`src/rtl/fib_pkg.sv`:
```
// rtl/fib_pkg.sv - shared state type and default widths for the Fibonacci term streamer
package fib_pkg;
  localparam int DEF_WIDTH = 16;
  localparam int DEF_LEN_W = 16;

  typedef enum logic [1:0] {
    ST_IDLE = 2'd0,
    ST_RUN  = 2'd1,
    ST_DONE = 2'd2
  } fib_state_e;
endpackage

```
`src/rtl/fibonacci_stream.sv`:
```
// rtl/fibonacci_stream.sv - streams Fibonacci-style terms with ready/valid handshake
module fibonacci_stream
  import fib_pkg::*;
#(
  parameter int WIDTH = DEF_WIDTH,
  parameter int LEN_W = DEF_LEN_W
) (
  input  logic             clock_1,
  input  logic             reset,
  input  logic             start,
  input  logic             abort,
  input  logic [WIDTH-1:0] seed_a,
  input  logic [WIDTH-1:0] seed_b,
  input  logic [LEN_W-1:0] len,
  input  logic             ovf_stop,
  input  logic             f_ready,
  output logic             f_valid,
  output logic [WIDTH-1:0] f_out,
  output logic [LEN_W-1:0] f_index,
  output logic             overflow,
  output logic             busy,
  output logic             done
);

  fib_state_e       state_q, state_d;
  logic [WIDTH-1:0] cur_q, cur_d;
  logic [WIDTH-1:0] nxt_q, nxt_d;
  logic             nxt_ovf_q, nxt_ovf_d;
  logic [LEN_W-1:0] index_q, index_d;
  logic [LEN_W-1:0] len_q, len_d;
  logic             ovf_stop_q, ovf_stop_d;
  logic             overflow_q, overflow_d;
  logic [WIDTH:0]   sum;
  logic             last_term;

  assign sum       = {1'b0, cur_q} + {1'b0, nxt_q};
  assign last_term = (len_q != '0) && (index_q == len_q - LEN_W'(1));

  always_comb begin
    state_d    = state_q;
    cur_d      = cur_q;
    nxt_d      = nxt_q;
    nxt_ovf_d  = nxt_ovf_q;
    index_d    = index_q;
    len_d      = len_q;
    ovf_stop_d = ovf_stop_q;
    overflow_d = overflow_q;
    case (state_q)
      ST_IDLE: begin
        if (start && !abort) begin
          state_d    = ST_RUN;
          cur_d      = seed_a;
          nxt_d      = seed_b;
          nxt_ovf_d  = 1'b0;
          index_d    = '0;
          len_d      = len;
          ovf_stop_d = ovf_stop;
          overflow_d = 1'b0;
        end
      end
      ST_RUN: begin
        if (abort) begin
          state_d = ST_IDLE;
        end else if (f_ready) begin
          // Stop mode ends before presenting a wrapped term; this wins over a coincident length end.
          if (ovf_stop_q && nxt_ovf_q) begin
            state_d    = ST_DONE;
            overflow_d = 1'b1;
          end else if (last_term) begin
            state_d = ST_DONE;
          end else begin
            cur_d     = nxt_q;
            nxt_d     = sum[WIDTH-1:0];
            nxt_ovf_d = sum[WIDTH] | nxt_ovf_q;
            index_d   = index_q + LEN_W'(1);
            if (nxt_ovf_q) overflow_d = 1'b1;
          end
        end
      end
      ST_DONE: state_d = ST_IDLE;
      default: state_d = ST_IDLE;
    endcase
  end

  always_ff @(posedge clock_1 or posedge reset) begin
    if (reset) begin
      state_q    <= ST_IDLE;
      cur_q      <= '0;
      nxt_q      <= WIDTH'(1);
      nxt_ovf_q  <= 1'b0;
      index_q    <= '0;
      len_q      <= '0;
      ovf_stop_q <= 1'b0;
      overflow_q <= 1'b0;
    end else begin
      state_q    <= state_d;
      cur_q      <= cur_d;
      nxt_q      <= nxt_d;
      nxt_ovf_q  <= nxt_ovf_d;
      index_q    <= index_d;
      len_q      <= len_d;
      ovf_stop_q <= ovf_stop_d;
      overflow_q <= overflow_d;
    end
  end

  // Every output is a decode of registered state, so f_ready never reaches them combinationally.
  assign f_valid  = (state_q == ST_RUN);
  assign busy     = (state_q == ST_RUN);
  assign done     = (state_q == ST_DONE);
  assign f_out    = cur_q;
  assign f_index  = index_q;
  assign overflow = overflow_q;

endmodule

```
`config.mk`:
```
export PLATFORM = sky130hd
export DESIGN_NAME = fibonacci_stream
export DESIGN_NICKNAME = d
export VERILOG_FILES = /design/src/rtl/fib_pkg.sv /design/src/rtl/fibonacci_stream.sv
export SDC_FILE = /design/constraint.sdc
export NUM_CORES = 1
export LEC_CHECK = 0
export BUFFER_PORTS_ARGS = -buffer_cell sky130_fd_sc_hd__buf_4
export CAP_MARGIN = 20
export CORE_UTILIZATION = 55
export DETAILED_ROUTE_END_ITERATION = 7
export PLACE_DENSITY = 0.87
export SLEW_MARGIN = 10
export SYNTH_ARGS = -nofsm -noshare
export SYNTH_HDL_FRONTEND = slang
export SYNTH_SLANG_ARGS = --single-unit
```
`constraint.sdc`:
```
create_clock -name clock_1 -period 3.9 [get_ports clock_1]
set_clock_uncertainty 0.05 [all_clocks]
set_input_delay 0.39 -clock clock_1 [delete_from_list [all_inputs] [get_ports clock_1]]
set_output_delay 0.39 -clock clock_1 [all_outputs]
set_load 0.02 [all_outputs]
```
# Yosys cells after proc, flatten, opt, wreduce, memory -nomap -nowiden

Cells that the tools add are included.
W data, S select, Z words.

Register bits: 69
Bits in latches: 0
Memory bits (writable): 0
Bits in read-only memories: 0
Input port bits: 54
Output and inout bits: 36
Word-level logic and storage cells: 71
Memories kept: 0

Add/subtract/negate cells: 3
Multiply operators: 0
Div/mod/pow operators: 0
$lt $le $gt $ge: 0
Eq/ne operators: 12
Shift-type cells: 0
Mux-type cells: 36
Bitwise operators: 1
Reduce and logical (&&, ||, !) cells: 11

Operator list:

| operator                | number |
|---|---|
| $mux W16                | 15 |
| $pmux W16 S2            | 3 |
| $add A16 B16 Y17        | 1 |
| $add A16 B1 Y16 const B | 1 |
| $eq A16 B16 Y1          | 1 |
| $reduce_bool A16 Y1     | 1 |
| $sub A16 B1 Y16 const B | 1 |
| $reduce_and A6 Y1       | 2 |
| $mux W1                 | 10 |
| $mux W2                 | 5 |
| $ne A2 B2 Y1 const B    | 5 |
| $ne A4 B2 Y1 const B    | 1 |
| $pmux W1 S2             | 2 |
| $pmux W2 S2             | 1 |
| $logic_and A1 B1 Y1     | 3 |
| $ne A3 B1 Y1 const B    | 1 |
| $ne A3 B2 Y1 const B    | 1 |
| $ne A3 B3 Y1 const B    | 1 |
| $reduce_and A3 Y1       | 1 |
| $eq A2 B1 Y1 const B    | 1 |
| $eq A2 B2 Y1 const B    | 1 |
| $logic_not A2 Y1        | 1 |
| $reduce_and A2 Y1       | 1 |
| $reduce_bool A2 Y1      | 1 |
| 2 further kinds         | 2 |

# Longest topological paths before layout

Word-level depth: 8
Mapped depth: 13
Depth with buffers taken out: 11

# Worst setup path after synthesis

Ideal clock, no wire load.

Path type: register to register
Start point: register cur_q[4], in the netlist f_out[4]
End point: register nxt_q[15]
Library setup time: 125 ps
Arrival: 2793 ps
Required time: 3725 ps
Slack: 932 ps
Cell stages (with the launch flop): 10
Path buffers: 0
Clock period less this slack: 2968 ps
Cell sequence: dfrtp_1 -> ha_1 -> a2111oi_0 -> o31ai_1 -> a31o_2 -> a41o_1 -> a41oi_1 -> mux2i_1 -> o21ai_0 -> mux2_2

Word-level cells in the longest chain between the ends: 6

Ends and longest elaborated chain:

| item                     | line                   | text |
|---|---|---|
| start: declaration       | fibonacci_stream.sv:26 | `logic [WIDTH-1:0] cur_q, cur_d;` |
| start signal: assignment | fibonacci_stream.sv:97 | `cur_q <= cur_d;` |
| $add A16 B16 Y17         | fibonacci_stream.sv:36 | `assign sum = {1'b0, cur_q} + {1'b0, nxt_q};` |
| $mux W16                 | fibonacci_stream.sv:69 | `end else if (last_term) begin` |
| $mux W16                 | fibonacci_stream.sv:66 | `if (ovf_stop_q && nxt_ovf_q) begin` |
| $mux W16                 | fibonacci_stream.sv:64 | `end else if (f_ready) begin` |
| $mux W16                 | fibonacci_stream.sv:62 | `if (abort) begin` |
| $pmux W16 S2             | fibonacci_stream.sv:48 | `case (state_q)` |
| end signal: assignment   | fibonacci_stream.sv:98 | `nxt_q <= nxt_d;` |
| end: declaration         | fibonacci_stream.sv:27 | `logic [WIDTH-1:0] nxt_q, nxt_d;` |

No other way between the ends. The select of a mux whose other input is x is not followed.
A chain may end at the register's enable or synchronous reset.

# Final worst setup path

Start point: register len_q[0]
End point: register nxt_q[11]

Word-level cells in the longest chain between the ends: 5
Elaborated cells on any way between the ends: 6

Ends and longest elaborated chain:

| item                          | line                    | text |
|---|---|---|
| start: declaration            | fibonacci_stream.sv:30  | `logic [LEN_W-1:0] len_q, len_d;` |
| start signal: assignment      | fibonacci_stream.sv:101 | `len_q <= len_d;` |
| $sub A16 B1 Y16               | fibonacci_stream.sv:37  | `assign last_term = (len_q != '0) && (index_q == len_q - LEN_W'(1));` |
| $eq A16 B16 Y1                | fibonacci_stream.sv:37  |  |
| $logic_and A1 B1 Y1 *         | fibonacci_stream.sv:37  |  |
| $ne A2 B2 Y1 (no line) *      | n/a                     |  |
| $reduce_and A6 Y1 (no line) * | n/a                     |  |

Mark *: on every way between the ends. The rest lies on a longest branch, timed or not.

==> impl_metrics.ini <==
[setup_path]
worstPathArrival_ns = 3.48
cp.required_ns = 4.07
cpPeakStageDelay_ns = 0.46
end_kind = flip-flop
crit_family = simple AND/OR/NAND/NOR gates
cpMaxStageDelayCell = dfrtp_1
startpoint_type = flip-flop
critical_path.max_fanout = 32
crit_buf_inv = 1
path_class = reg -> reg
cp_cell_sequence = inv_1, ha_1, or3b_1, and2_1, o32ai_1, o2111ai_1, nor4_2, or3_1, nand2_4, mux2_4

[layout]
final_cell_area_mm2 = 0.00544
seq_area_mm2 = 0.00173
multi_input_area_mm2 = 0.00262
area_growth_pct = 20.4
diodes = 0
fin_nets = 662
drive_gt1_share_pct = 23.3
nFillCells = 638
final_cell_mix = nand2_1, buf_4, dfrtp_1
final_common_cell = nand2_1

[power]
peakVddDrop_uv = 408
power_density_mw_per_mm2 = 657
leakagePower_nw = 2.50

[timing]
rsz0062_at_grt = false
setup_tns_ns = 0
relSlewSlack_pct = 39.0
setup_slack_ns = 0.599
maxSlewViolCount = 0
fin_crit_sh_pct = 84.6
hold_viol = 0
period_needed_ns = 3.30
setup_viol = 0
worst_pin_slew_ns = 0.916
max_freq_mhz = 303

[yosys]
yosysSeqAreaShare_pct = 38.3
synth.ff_latch_count = 69
syn_area_per_cell_um2 = 8.80
synth_edf_count = 0
syn_inst = 513
synth_top_cell_by_area = dfrtp_1
async_flop_share_pct = 100
ys_types = 61
synthesis.nets = 587
syn_area_mm2 = 0.00452
yosysTopAreaCellShare_pct = 37.7
synthFlopType = dfrtp_1
synth_area_leaders = dfrtp_1, nand2_1, xnor2_1
synth_warnings = 0

[route]
via_per_inst = 5.99
dr_total_vias = 4164
drt_iter0_drc = 324
drt_first_pass_iters = 5
ant_nets = 0
avgRoutedWirePerCell_um = 17.0
drc = 0
drt-total-wl_um = 11800

[clock_tree]
clk_pin_slew_worst_paths_ns = 0.08
cts_buffers = 9
cts_root_buf = clkbuf_8
hold_buffers = 0
post_cts_buffers = 0
clkLatencyLatePin_ns = 0.35
cts_tree = built
numClockSinks = 69
post_cts_resized = 0
htreeDepth = 3
clock_path_buffers = 2

[job]
drv_cap = 0

[global_route]
antenna_found_initial = 0
grt-ovfl-total = 0
grt_pass1_wl_um = 19500
grt.total_usage_pct = 28.9
grt_max_degree = 56
grt_pass1_vias = 3988

[die]
num_io_pins = 90
core_area_mm2 = 0.00785
dieWidth_um = 92.6
rows = 32
dieArea_mm2 = 0.00858
die_h_um = 92.6
initial_utilization_pct = 57.5

[status]
status = complete, no violations

[hold_path]
hold_path_class = in -> async

[placed_design]
gp_congestion = 0.835
port_buffers = 89
place_area_mm2 = 0.00521
pre_cts_ws_ns = 0.661
hpwl_um = 8350
state kept, by name, indices dropped and copies added, names as in the netlist:
signal      count
f_index        16
f_out          16
len_q          16
nxt_q          16
state_q         2
nxt_ovf_q       1
overflow        1
ovf_stop_q      1
per-layer routing:
metal	vias to the layer above	share of wire, %	track usage, %	routed length, um
met5	-	0	0	0
met4	0	1.6	8.97	193
met3	21	5.5	4.35	655
met2	154	48	46.3	5670
met1	2016	45	40.4	5290
li1	1973	-	-	-
power breakdown:
part	total [mW]	leakage [nW]	internal (mW)	switching, mW
Sequential	1.14	0.850	0.908	0.233
Clock	0.665	0.116	0.393	0.272
Combinational	1.77	1.53	0.814	0.954
cells in the mapped netlist, drive strengths merged, types with 3 or more instances:
cell type / instances
and3: 6
a21oi: 11
nand3: 6
o211ai: 3
a2111oi: 3
nor2: 18
mux2: 11
dfrtp: 68
buf: 12
nor2b: 5
xnor2: 34
nand2b: 12
or4: 5
nor3: 29
mux2i: 4
and2: 5
or3: 3
clkbuf: 18
o21ai: 26
a41oi: 4
nand2: 123
nor4: 11
ha: 19
nor3b: 3
a31oi: 21
xor2: 8
nand4: 8
a31o: 3
inv: 9
nor4b: 3
through the flow:
stage	power [mW]	hold WS, ns	cells	util (%)
2_1_floorplan	2.41	0.401	513	-
3_3_place_gp	2.79	0.437	679	66.4
3_5_place_dp	2.86	0.453	679	66.4
4_1_cts	3.56	0.174	695	69.3
5_1_grt	3.82	0.180	695	69.3
6_report	3.57	0.157	695	69.3
logic make-up after synthesis:
| kind of cell | after synthesis | synth area share [%] |
|---|---|---|
| multiplexers | 15 | 4.21 |
| adder cells (fa/ha/maj) | 20 | 5.71 |
| buffers and inverters | 39 | 3.91 |
| AO/OA/AOI/OAI | 88 | 13.0 |
| flip-flops | 69 | 38.3 |
| AND/OR/NAND/NOR | 240 | 26.7 |
| XOR/XNOR | 42 | 8.15 |
path summary, 6_finish.rpt:
kind / start / to / slack [ns] / cells after the start
max in group asynchronous: reset / f_index[2] / 2.86 / 3
min in group clock_1: len[14] / len_q[14] / 0.18 / 3
setup / recovery: len_q[0] / nxt_q[11] / 0.60 / 10
setup reg to reg: len_q[0] / nxt_q[11] / 0.60 / 10
hold reg to reg: state_q[1] / state_q[0] / 0.47 / 1
hold / removal: reset / len_q[6] / 0.16 / 2
layout make-up:
| type | count | share of cell area (%) |
|---|---|---|
| multi-input cells | 405 | 48.1 |
| flip-flops and latches | 69 | 31.8 |
| repair buffers | 94 | 13.0 |
| clock buffers | 12 | 2.85 |
| well taps | 102 | 2.35 |
| clock inverters | 4 | 1.29 |
| inverters | 9 | 0.644 |
No activity file was read; power rests on OpenSTA's default activity.
